--- config.mk ---
export PLATFORM = sky130hd
export DESIGN_NAME = id_stage_pipe
export DESIGN_NICKNAME = d
export VERILOG_FILES = /design/src/rtl/id_stage_pipe.sv
export SDC_FILE = /design/constraint.sdc
export NUM_CORES = 1
export LEC_CHECK = 0
export BUFFER_PORTS_ARGS = -buffer_cell sky130_fd_sc_hd__buf_4
export CAP_MARGIN = 20
export CELL_PAD_IN_SITES_DETAIL_PLACEMENT = 0
export CELL_PAD_IN_SITES_GLOBAL_PLACEMENT = 2
export CORE_UTILIZATION = 30
export CTS_CLUSTER_SIZE = 16
export DETAILED_ROUTE_END_ITERATION = 8
export HOLD_SLACK_MARGIN = 0.05
export PLACE_DENSITY = 0.85
export SETUP_SLACK_MARGIN = 0.1
export SYNTH_ARGS = -nofsm -noshare
export SYNTH_HDL_FRONTEND = slang
export SYNTH_SLANG_ARGS = --single-unit
export TNS_END_PERCENT = 30
--- constraint.sdc ---
create_clock -name clk -period 6.6 [get_ports clk]
set_input_delay 0.33 -clock clk [delete_from_list [all_inputs] [get_ports clk]]
set_output_delay 0.33 -clock clk [all_outputs]
set_load 0.1 [all_outputs]
--- src/rtl/id_stage_pipe.sv ---
// RV32I decode stage: combinational decode, operand forwarding, load-use stall,
// optional in-decode branch resolution, and a valid/ready output register.
package id_stage_pkg;
    typedef enum logic [5:0] {
        OPT_NOP = 6'd0, OPT_LUI, OPT_AUIPC, OPT_JAL, OPT_JALR,
        OPT_BEQ, OPT_BNE, OPT_BLT, OPT_BGE, OPT_BLTU, OPT_BGEU,
        OPT_LB, OPT_LH, OPT_LW, OPT_LBU, OPT_LHU, OPT_SB, OPT_SH, OPT_SW,
        OPT_ADDI, OPT_SLTI, OPT_SLTIU, OPT_XORI, OPT_ORI, OPT_ANDI,
        OPT_SLLI, OPT_SRLI, OPT_SRAI,
        OPT_ADD, OPT_SUB, OPT_SLL, OPT_SLT, OPT_SLTU, OPT_XOR,
        OPT_SRL, OPT_SRA, OPT_OR, OPT_AND,
        OPT_FENCE, OPT_ECALL, OPT_EBREAK
    } opt_e;

    typedef enum logic [2:0] {FMT_NONE, FMT_R, FMT_I, FMT_S, FMT_B, FMT_U, FMT_J} fmt_e;

    localparam logic [6:0] OP_LUI    = 7'h37;
    localparam logic [6:0] OP_AUIPC  = 7'h17;
    localparam logic [6:0] OP_JAL    = 7'h6F;
    localparam logic [6:0] OP_JALR   = 7'h67;
    localparam logic [6:0] OP_BRANCH = 7'h63;
    localparam logic [6:0] OP_LOAD   = 7'h03;
    localparam logic [6:0] OP_STORE  = 7'h23;
    localparam logic [6:0] OP_IMM    = 7'h13;
    localparam logic [6:0] OP_REG    = 7'h33;
    localparam logic [6:0] OP_FENCE  = 7'h0F;
    localparam logic [6:0] OP_SYSTEM = 7'h73;
endpackage

module id_stage_pipe
    import id_stage_pkg::*;
#(
    parameter int XLEN         = 32,
    parameter int REG_AW       = 5,
    parameter int OPT_W        = 6,
    parameter int BRANCH_IN_ID = 1,
    parameter int FWD_EN       = 1
) (
    input  logic              clk,
    input  logic              rst,
    input  logic              in_valid,
    output logic              in_ready,
    input  logic [XLEN-1:0]   pc_i,
    input  logic [31:0]       inst_i,
    output logic              re1_o,
    output logic              re2_o,
    output logic [REG_AW-1:0] raddr1_o,
    output logic [REG_AW-1:0] raddr2_o,
    input  logic [XLEN-1:0]   rdata1_i,
    input  logic [XLEN-1:0]   rdata2_i,
    input  logic              ex_we,
    input  logic              ex_load,
    input  logic [REG_AW-1:0] ex_waddr,
    input  logic [XLEN-1:0]   ex_wdata,
    input  logic              mem_we,
    input  logic [REG_AW-1:0] mem_waddr,
    input  logic [XLEN-1:0]   mem_wdata,
    input  logic              flush_i,
    output logic              out_valid,
    input  logic              out_ready,
    output logic [XLEN-1:0]   pc_o,
    output logic [6:0]        opcode_o,
    output logic [OPT_W-1:0]  opt_o,
    output logic [XLEN-1:0]   rdata1_o,
    output logic [XLEN-1:0]   rdata2_o,
    output logic              we_o,
    output logic [REG_AW-1:0] waddr_o,
    output logic [XLEN-1:0]   imm_o,
    output logic [4:0]        shamt_o,
    output logic              illegal_o,
    output logic              branch_to_if,
    output logic [XLEN-1:0]   jump_addr_to_if
);
    typedef struct packed {
        logic [XLEN-1:0]   pc;
        logic [6:0]        opcode;
        logic [OPT_W-1:0]  opt;
        logic [XLEN-1:0]   rdata1;
        logic [XLEN-1:0]   rdata2;
        logic              we;
        logic [REG_AW-1:0] waddr;
        logic [XLEN-1:0]   imm;
        logic [4:0]        shamt;
        logic              illegal;
    } dec_t;

    logic [6:0]      opcode;
    logic [2:0]      f3;
    logic [6:0]      f7;
    opt_e            opt;
    fmt_e            fmt;
    logic            we, illegal, use_shamt;
    logic [31:0]     imm32;
    logic [XLEN-1:0] imm, op1, op2, target;
    logic            taken, stall, accept;
    dec_t            dec_d, out_q;

    assign opcode = inst_i[6:0];
    assign f3     = inst_i[14:12];
    assign f7     = inst_i[31:25];

    // NOTE: every variable gets a default at the top of always_comb so no path leaves it unassigned (no latch).
    always_comb begin
        opt       = OPT_NOP;
        fmt       = FMT_NONE;
        we        = 1'b0;
        illegal   = 1'b0;
        use_shamt = 1'b0;
        case (opcode)
            OP_LUI:   begin opt = OPT_LUI;   fmt = FMT_U; we = 1'b1; end
            OP_AUIPC: begin opt = OPT_AUIPC; fmt = FMT_U; we = 1'b1; end
            OP_JAL:   begin opt = OPT_JAL;   fmt = FMT_J; we = 1'b1; end
            OP_JALR:  begin opt = OPT_JALR;  fmt = FMT_I; we = 1'b1; illegal = (f3 != 3'd0); end
            OP_BRANCH: begin
                fmt = FMT_B;
                case (f3)
                    3'd0: opt = OPT_BEQ;   3'd1: opt = OPT_BNE;
                    3'd4: opt = OPT_BLT;   3'd5: opt = OPT_BGE;
                    3'd6: opt = OPT_BLTU;  3'd7: opt = OPT_BGEU;
                    default: illegal = 1'b1;
                endcase
            end
            OP_LOAD: begin
                fmt = FMT_I; we = 1'b1;
                case (f3)
                    3'd0: opt = OPT_LB;  3'd1: opt = OPT_LH;  3'd2: opt = OPT_LW;
                    3'd4: opt = OPT_LBU; 3'd5: opt = OPT_LHU;
                    default: illegal = 1'b1;
                endcase
            end
            OP_STORE: begin
                fmt = FMT_S;
                case (f3)
                    3'd0: opt = OPT_SB; 3'd1: opt = OPT_SH; 3'd2: opt = OPT_SW;
                    default: illegal = 1'b1;
                endcase
            end
            OP_IMM: begin
                fmt = FMT_I; we = 1'b1;
                case (f3)
                    3'd0: opt = OPT_ADDI;  3'd2: opt = OPT_SLTI; 3'd3: opt = OPT_SLTIU;
                    3'd4: opt = OPT_XORI;  3'd6: opt = OPT_ORI;  3'd7: opt = OPT_ANDI;
                    3'd1: begin opt = OPT_SLLI; use_shamt = 1'b1; illegal = (f7 != 7'h00); end
                    default: begin
                        use_shamt = 1'b1;
                        if (f7 == 7'h00)      opt = OPT_SRLI;
                        else if (f7 == 7'h20) opt = OPT_SRAI;
                        else                  illegal = 1'b1;
                    end
                endcase
            end
            OP_REG: begin
                fmt = FMT_R; we = 1'b1;
                case ({f7, f3})
                    {7'h00, 3'd0}: opt = OPT_ADD;  {7'h20, 3'd0}: opt = OPT_SUB;
                    {7'h00, 3'd1}: opt = OPT_SLL;  {7'h00, 3'd2}: opt = OPT_SLT;
                    {7'h00, 3'd3}: opt = OPT_SLTU; {7'h00, 3'd4}: opt = OPT_XOR;
                    {7'h00, 3'd5}: opt = OPT_SRL;  {7'h20, 3'd5}: opt = OPT_SRA;
                    {7'h00, 3'd6}: opt = OPT_OR;   {7'h00, 3'd7}: opt = OPT_AND;
                    default: illegal = 1'b1;
                endcase
            end
            OP_FENCE: begin opt = OPT_FENCE; illegal = (f3 != 3'd0); end
            OP_SYSTEM: begin
                if (inst_i == 32'h0000_0073)      opt = OPT_ECALL;
                else if (inst_i == 32'h0010_0073) opt = OPT_EBREAK;
                else                              illegal = 1'b1;
            end
            default: illegal = 1'b1;
        endcase
        if (illegal) begin
            opt       = OPT_NOP;
            fmt       = FMT_NONE;
            we        = 1'b0;
            use_shamt = 1'b0;
        end
    end

    always_comb begin
        case (fmt)
            FMT_I:   imm32 = {{20{inst_i[31]}}, inst_i[31:20]};
            FMT_S:   imm32 = {{20{inst_i[31]}}, inst_i[31:25], inst_i[11:7]};
            FMT_B:   imm32 = {{19{inst_i[31]}}, inst_i[31], inst_i[7], inst_i[30:25], inst_i[11:8], 1'b0};
            FMT_U:   imm32 = {inst_i[31:12], 12'd0};
            FMT_J:   imm32 = {{11{inst_i[31]}}, inst_i[31], inst_i[19:12], inst_i[20], inst_i[30:21], 1'b0};
            default: imm32 = 32'd0;
        endcase
    end
    assign imm = XLEN'($signed(imm32));

    assign re1_o    = in_valid & (fmt == FMT_R || fmt == FMT_I || fmt == FMT_S || fmt == FMT_B);
    assign re2_o    = in_valid & (fmt == FMT_R || fmt == FMT_S || fmt == FMT_B);
    assign raddr1_o = in_valid ? REG_AW'(inst_i[19:15]) : '0;
    assign raddr2_o = in_valid ? REG_AW'(inst_i[24:20]) : '0;

    // Forwarding priority: ex (non-load result) over mem over regfile; x0 is hardwired zero.
    always_comb begin
        op1 = rdata1_i;
        if (raddr1_o == '0) op1 = '0;
        else if (FWD_EN != 0 && ex_we && !ex_load && ex_waddr == raddr1_o) op1 = ex_wdata;
        else if (FWD_EN != 0 && mem_we && mem_waddr == raddr1_o) op1 = mem_wdata;
        if (!re1_o) op1 = '0;
    end

    always_comb begin
        op2 = rdata2_i;
        if (raddr2_o == '0) op2 = '0;
        else if (FWD_EN != 0 && ex_we && !ex_load && ex_waddr == raddr2_o) op2 = ex_wdata;
        else if (FWD_EN != 0 && mem_we && mem_waddr == raddr2_o) op2 = mem_wdata;
        if (!re2_o) op2 = '0;
    end

    assign stall = (FWD_EN != 0) & ex_we & ex_load & (ex_waddr != '0) &
                   ((re1_o & (ex_waddr == raddr1_o)) | (re2_o & (ex_waddr == raddr2_o)));
    assign in_ready = (~out_valid | out_ready) & ~stall & ~flush_i;
    assign accept   = in_valid & in_ready;

    always_comb begin
        case (opt)
            OPT_BEQ:  taken = (op1 == op2);
            OPT_BNE:  taken = (op1 != op2);
            OPT_BLT:  taken = ($signed(op1) < $signed(op2));
            OPT_BGE:  taken = ($signed(op1) >= $signed(op2));
            OPT_BLTU: taken = (op1 < op2);
            OPT_BGEU: taken = (op1 >= op2);
            OPT_JAL, OPT_JALR: taken = 1'b1;
            default:  taken = 1'b0;
        endcase
        target = pc_i + imm;
        if (opt == OPT_JALR) target = (op1 + imm) & ~XLEN'(1);
    end

    assign branch_to_if    = (BRANCH_IN_ID != 0) & accept & taken;
    assign jump_addr_to_if = branch_to_if ? target : '0;

    always_comb begin
        dec_d         = '0;
        dec_d.pc      = pc_i;
        dec_d.opcode  = opcode;
        dec_d.opt     = OPT_W'(opt);
        dec_d.rdata1  = op1;
        dec_d.rdata2  = op2;
        dec_d.we      = we;
        dec_d.waddr   = we ? REG_AW'(inst_i[11:7]) : '0;
        dec_d.imm     = imm;
        dec_d.shamt   = use_shamt ? inst_i[24:20] : 5'd0;
        dec_d.illegal = illegal;
    end

    // NOTE: sequential state uses non-blocking assignments; the all-zero image doubles as the NOP encoding.
    always_ff @(posedge clk or posedge rst) begin
        if (rst) begin
            out_valid <= 1'b0;
            out_q     <= '0;
        end else if (flush_i) begin
            out_valid <= 1'b0;
            out_q     <= '0;
        end else if (accept) begin
            out_valid <= 1'b1;
            out_q     <= dec_d;
        end else if (out_ready) begin
            out_valid <= 1'b0;
        end
    end

    assign pc_o      = out_q.pc;
    assign opcode_o  = out_q.opcode;
    assign opt_o     = out_q.opt;
    assign rdata1_o  = out_q.rdata1;
    assign rdata2_o  = out_q.rdata2;
    assign we_o      = out_q.we;
    assign waddr_o   = out_q.waddr;
    assign imm_o     = out_q.imm;
    assign shamt_o   = out_q.shamt;
    assign illegal_o = out_q.illegal;
endmodule

==> qor.csv <==
metric,value,unit
hold_class,input pin to flip-flop,
synth.area.top_cells,"dfrtp_1 28%, ha_1 8.5%, mux2i_1 5.5%",
synth_edf_count,0,
seqPwrFrac,35.5,%
ys_types,78,
synth_cells,1711,
grt_pass1_vias,14799,
grt_first_pass_wirelength,96140,um
avgSynthCellArea,8.011,um^2
htreeDepth,4,
ys_seq_area_share,28.12,%
grt_max_degree,158,
cts_root_buf,clkbuf_16,
clock_latency,0.49,ns
reg2reg_to,rdata1_o[2],
worstSetupPathType,input pin to output pin,
r2r_start,out_valid,
path_cells,buf_4 > buf_4 > and2_1 > xnor2_1 > and3b_1 > nand2_2 > buf_4 > buf_4 > nor2_1 > a211oi_1 > ha_1 > a21o_1 > a21o_1 > a21oi_1 > o21ai_0 > a22oi_1 > nand2_1 > a2111oi_0 > buf_4 > o311ai_4 > buf_12 > nor4b_2 > o311a_1 > buf_4,
grt-ovfl-total,0,
die_h,215.8,um
ys_warn_count,0,
switching_share,33.82,%
period_needed,6.071,ns
slew_headroom,36.09,%
die_w,215.8,um
maxCapViolations,0,
io_pins,410,
n_fill_cell,4549,
hold_depth,3,
critical_path.slowest_cell,a211oi_1,
clock.fmax,0.1647,GHz
status,"finished, final reports clean",
fin_crit_sh,91.99,%
avgRoutedWirePerCell,23.38,um
whs,0.08348,ns
finalNonFillerCells,2782,
syn_area,13710,um^2
rows,77,
coreArea,44610,um^2
cpPeakStageDelay,0.49,ns
track_usage,27.74,%
totalWireLength,65030,um
drive_above_1_share,28.55,%
initial_core_util,30.73,%
setup_ws,0.5289,ns
num_vias,15069,
nets,2481,
io_buffer_count,409,
skew,0.008271,ns
area_growth,40.49,%
multiInputGateArea,9568,um^2
hold_violations,0,
viasPerCell,5.417,
path_clk_slew,0.07,ns
clock-sinks,154,
first_iter_violations,1005,
switching_power,928.7,uW
tightest_slew,0.9586,ns
p_int,1.818,mW
cts_tree,yes,
irDropWorstVdd,0.0001853,V
clockBufferDepth,2,
dp_hpwl,51390,um
cp_common_cell,buf_4,
ant_nets,0,
worstPathRequired,6.27,ns
cp_max_fo,45,
r2r_cells,7,
antenna_found_initial,1,
rsz0062_at_grt,true,
pre_cts_ws,0.3719,ns
die_area,46550,um^2
worst_setup_path_start_kind,input pin,
power,2.746,mW
gp_congestion,0.9296,
slew_violations,0,
synth_ff_type,dfrtp_1,
rrSetupSlack,4.07,ns
synth_nets,2016,
cp_data_arrival_time,5.74,ns
post_cts_buffers,0,
power.density,142.6,nW/um^2
whs_endpoint,pc_o[13],
synth-seq-cells,154,
seqCellArea,3854,um^2
finalSetupViolCount,0,
synthArstFlopShare,100.0,%
power_frac_clock,40.5,%
leakagePower,9.954,nW
tns,0,ns
cts_buffers,17,
hold_start,pc_i[13],
netlist.area_leader.share,28.12,%
endpoint_kind,output pin,
p_comb_share,24.0,%
drc_errors,0,
drtPass1Iterations,5,
dp_cells,2725,
synth_top_cell_by_area,dfrtp_1,
how the worst max path moves through the flow:
stage          depth (start not counted)  slack (ns)                  end       from
2_1_floorplan                         22        0.12  jump_addr_to_if[29]   in_valid
5_1_grt                               25        0.06  jump_addr_to_if[30]  inst_i[7]
6_report                              24        0.53  jump_addr_to_if[31]   in_valid
4_1_cts                               26        0.30  jump_addr_to_if[30]  inst_i[7]
3_3_place_gp                          23        0.33  jump_addr_to_if[31]  inst_i[7]
3_5_place_dp                          26        0.37  jump_addr_to_if[30]  inst_i[7]
cell families after synthesis:
group / after synthesis / share of synthesized area (%)
compound gates: 517 / 24.67
xor+xnor: 68 / 4.345
fa+ha+maj: 95 / 8.781
buf+inv: 144 / 4.007
flops: 154 / 28.12
mux: 75 / 5.477
simple gates: 658 / 24.60
power groups by stage:
stage | sequential, mW | combinational (mW) | clock [mW]
2_1_floorplan | 1.13 | 0.242 | 0
3_3_place_gp | 0.991 | 0.647 | 0
3_5_place_dp | 0.991 | 0.648 | 0
4_1_cts | 0.973 | 0.660 | 1.15
5_1_grt | 0.975 | 0.702 | 1.17
6_report | 0.974 | 0.659 | 1.11
stage by stage:
stage / instance area, um^2 / util (%)
6_report: 19260 / 43.17
5_1_grt: 19250 / 43.17
4_1_cts: 19200 / 43.05
3_5_place_dp: 18350 / 41.13
3_3_place_gp: 18340 / 41.11
2_1_floorplan: 13880 / -
worst max-delay path: cells and delay by family:
kind	cells	cell delay (ns)
AOI/OAI and AO/OA	9	2.03
buffers and inverters	7	1.81
and+or+nand+nor	6	1.04
adders and majority gates	1	0.35
xor gates and xnor gates	1	0.12
sequential cells by signal, indices dropped and copies added, names as in the netlist:
signal     flops
illegal_o      1
pc_o          32
waddr_o        5
rdata2_o      32
rdata1_o      32
imm_o         32
shamt_o        5
opt_o          6
opcode_o       7
out_valid      1
we_o           1
repair_timing:
action / in CTS / in global routing
endpoints found under the setup margin: 0 / 9
gates resized for setup: 0 / 10
endpoints found under the hold margin: 79 / 0
hold buffers: 23 / 0
Yosys cell counts, types with 4 or more instances:
cell type and instances:
nor2_1 141, o221ai_1 4, nor2b_1 16, or3_1 8, a31oi_1 9, ha_1 93
o311a_1 4, or2_2 4, nor3b_1 43, nor4_1 12, xnor2_1 50, buf_2 4
o31a_1 5, nor4bb_1 4, nand3b_1 42, a22oi_1 10, nand2_1 194, dfrtp_1 154
o31ai_1 9, o2111ai_1 4, a21o_1 90, xor2_1 18, o21ai_0 119, and3_1 10
nor3_1 29, nand3_1 41, nand2b_1 53, o21bai_1 9, mux2i_1 75, and2_1 21
o22ai_1 5, a22o_1 8, a211oi_1 43, nand4_1 20, o211ai_1 33, a21oi_1 121
inv_1 33, buf_1 8, o21a_1 7, clkbuf_1 98
metal layers:
metal  up-vias  global-route usage [%]  share of wire [%]
met3        60                   6.526                6.0
met4         0                   8.345                2.2
met2       438                   46.13                 48
met1      7407                   35.42                 43
li1       7164                       -                  -
met5         -                       0                  0
final cells by class:
cell class / instances / area share (%)
clock inverters: 13 / 0.9941
flip-flops and latches: 154 / 20.01
well taps: 592 / 3.846
repair buffers: 557 / 22.53
clock buffers: 19 / 2.248
diodes: 1 / 0.01299
multi-input cells: 1413 / 49.68
inverters: 33 / 0.6692
placed cells by master, fill, tap and decap left out, types with 5 or more instances in the layout:
master         instances
a31oi_1                9
nor3_1                28
nor4_1                11
buf_12                 8
dlygate4sd3_1         23
nor3b_1               42
and3_1                10
a22o_1                 8
o21a_1                 7
a211oi_1              38
o31a_1                 5
buf_4                524
o31ai_1                8
xor2_1                18
mux2i_1               75
nand3b_1              42
nand2b_1              53
a21oi_1              107
nor2b_1               16
o211ai_1              33
clkbuf_16             17
a211oi_4               5
and2_1                21
a21oi_2               14
nand3_1               40
ha_1                  93
nor2_2                10
o21bai_1               9
nand4_1               20
or3_1                  8
a22oi_1               10
dfrtp_1              154
nand2_1              191
nor2_1               129
o21ai_0              118
a21o_1                90
xnor2_1               50
inv_1                 31
o22ai_1                5
No activity file was read; power rests on OpenSTA's default activity.
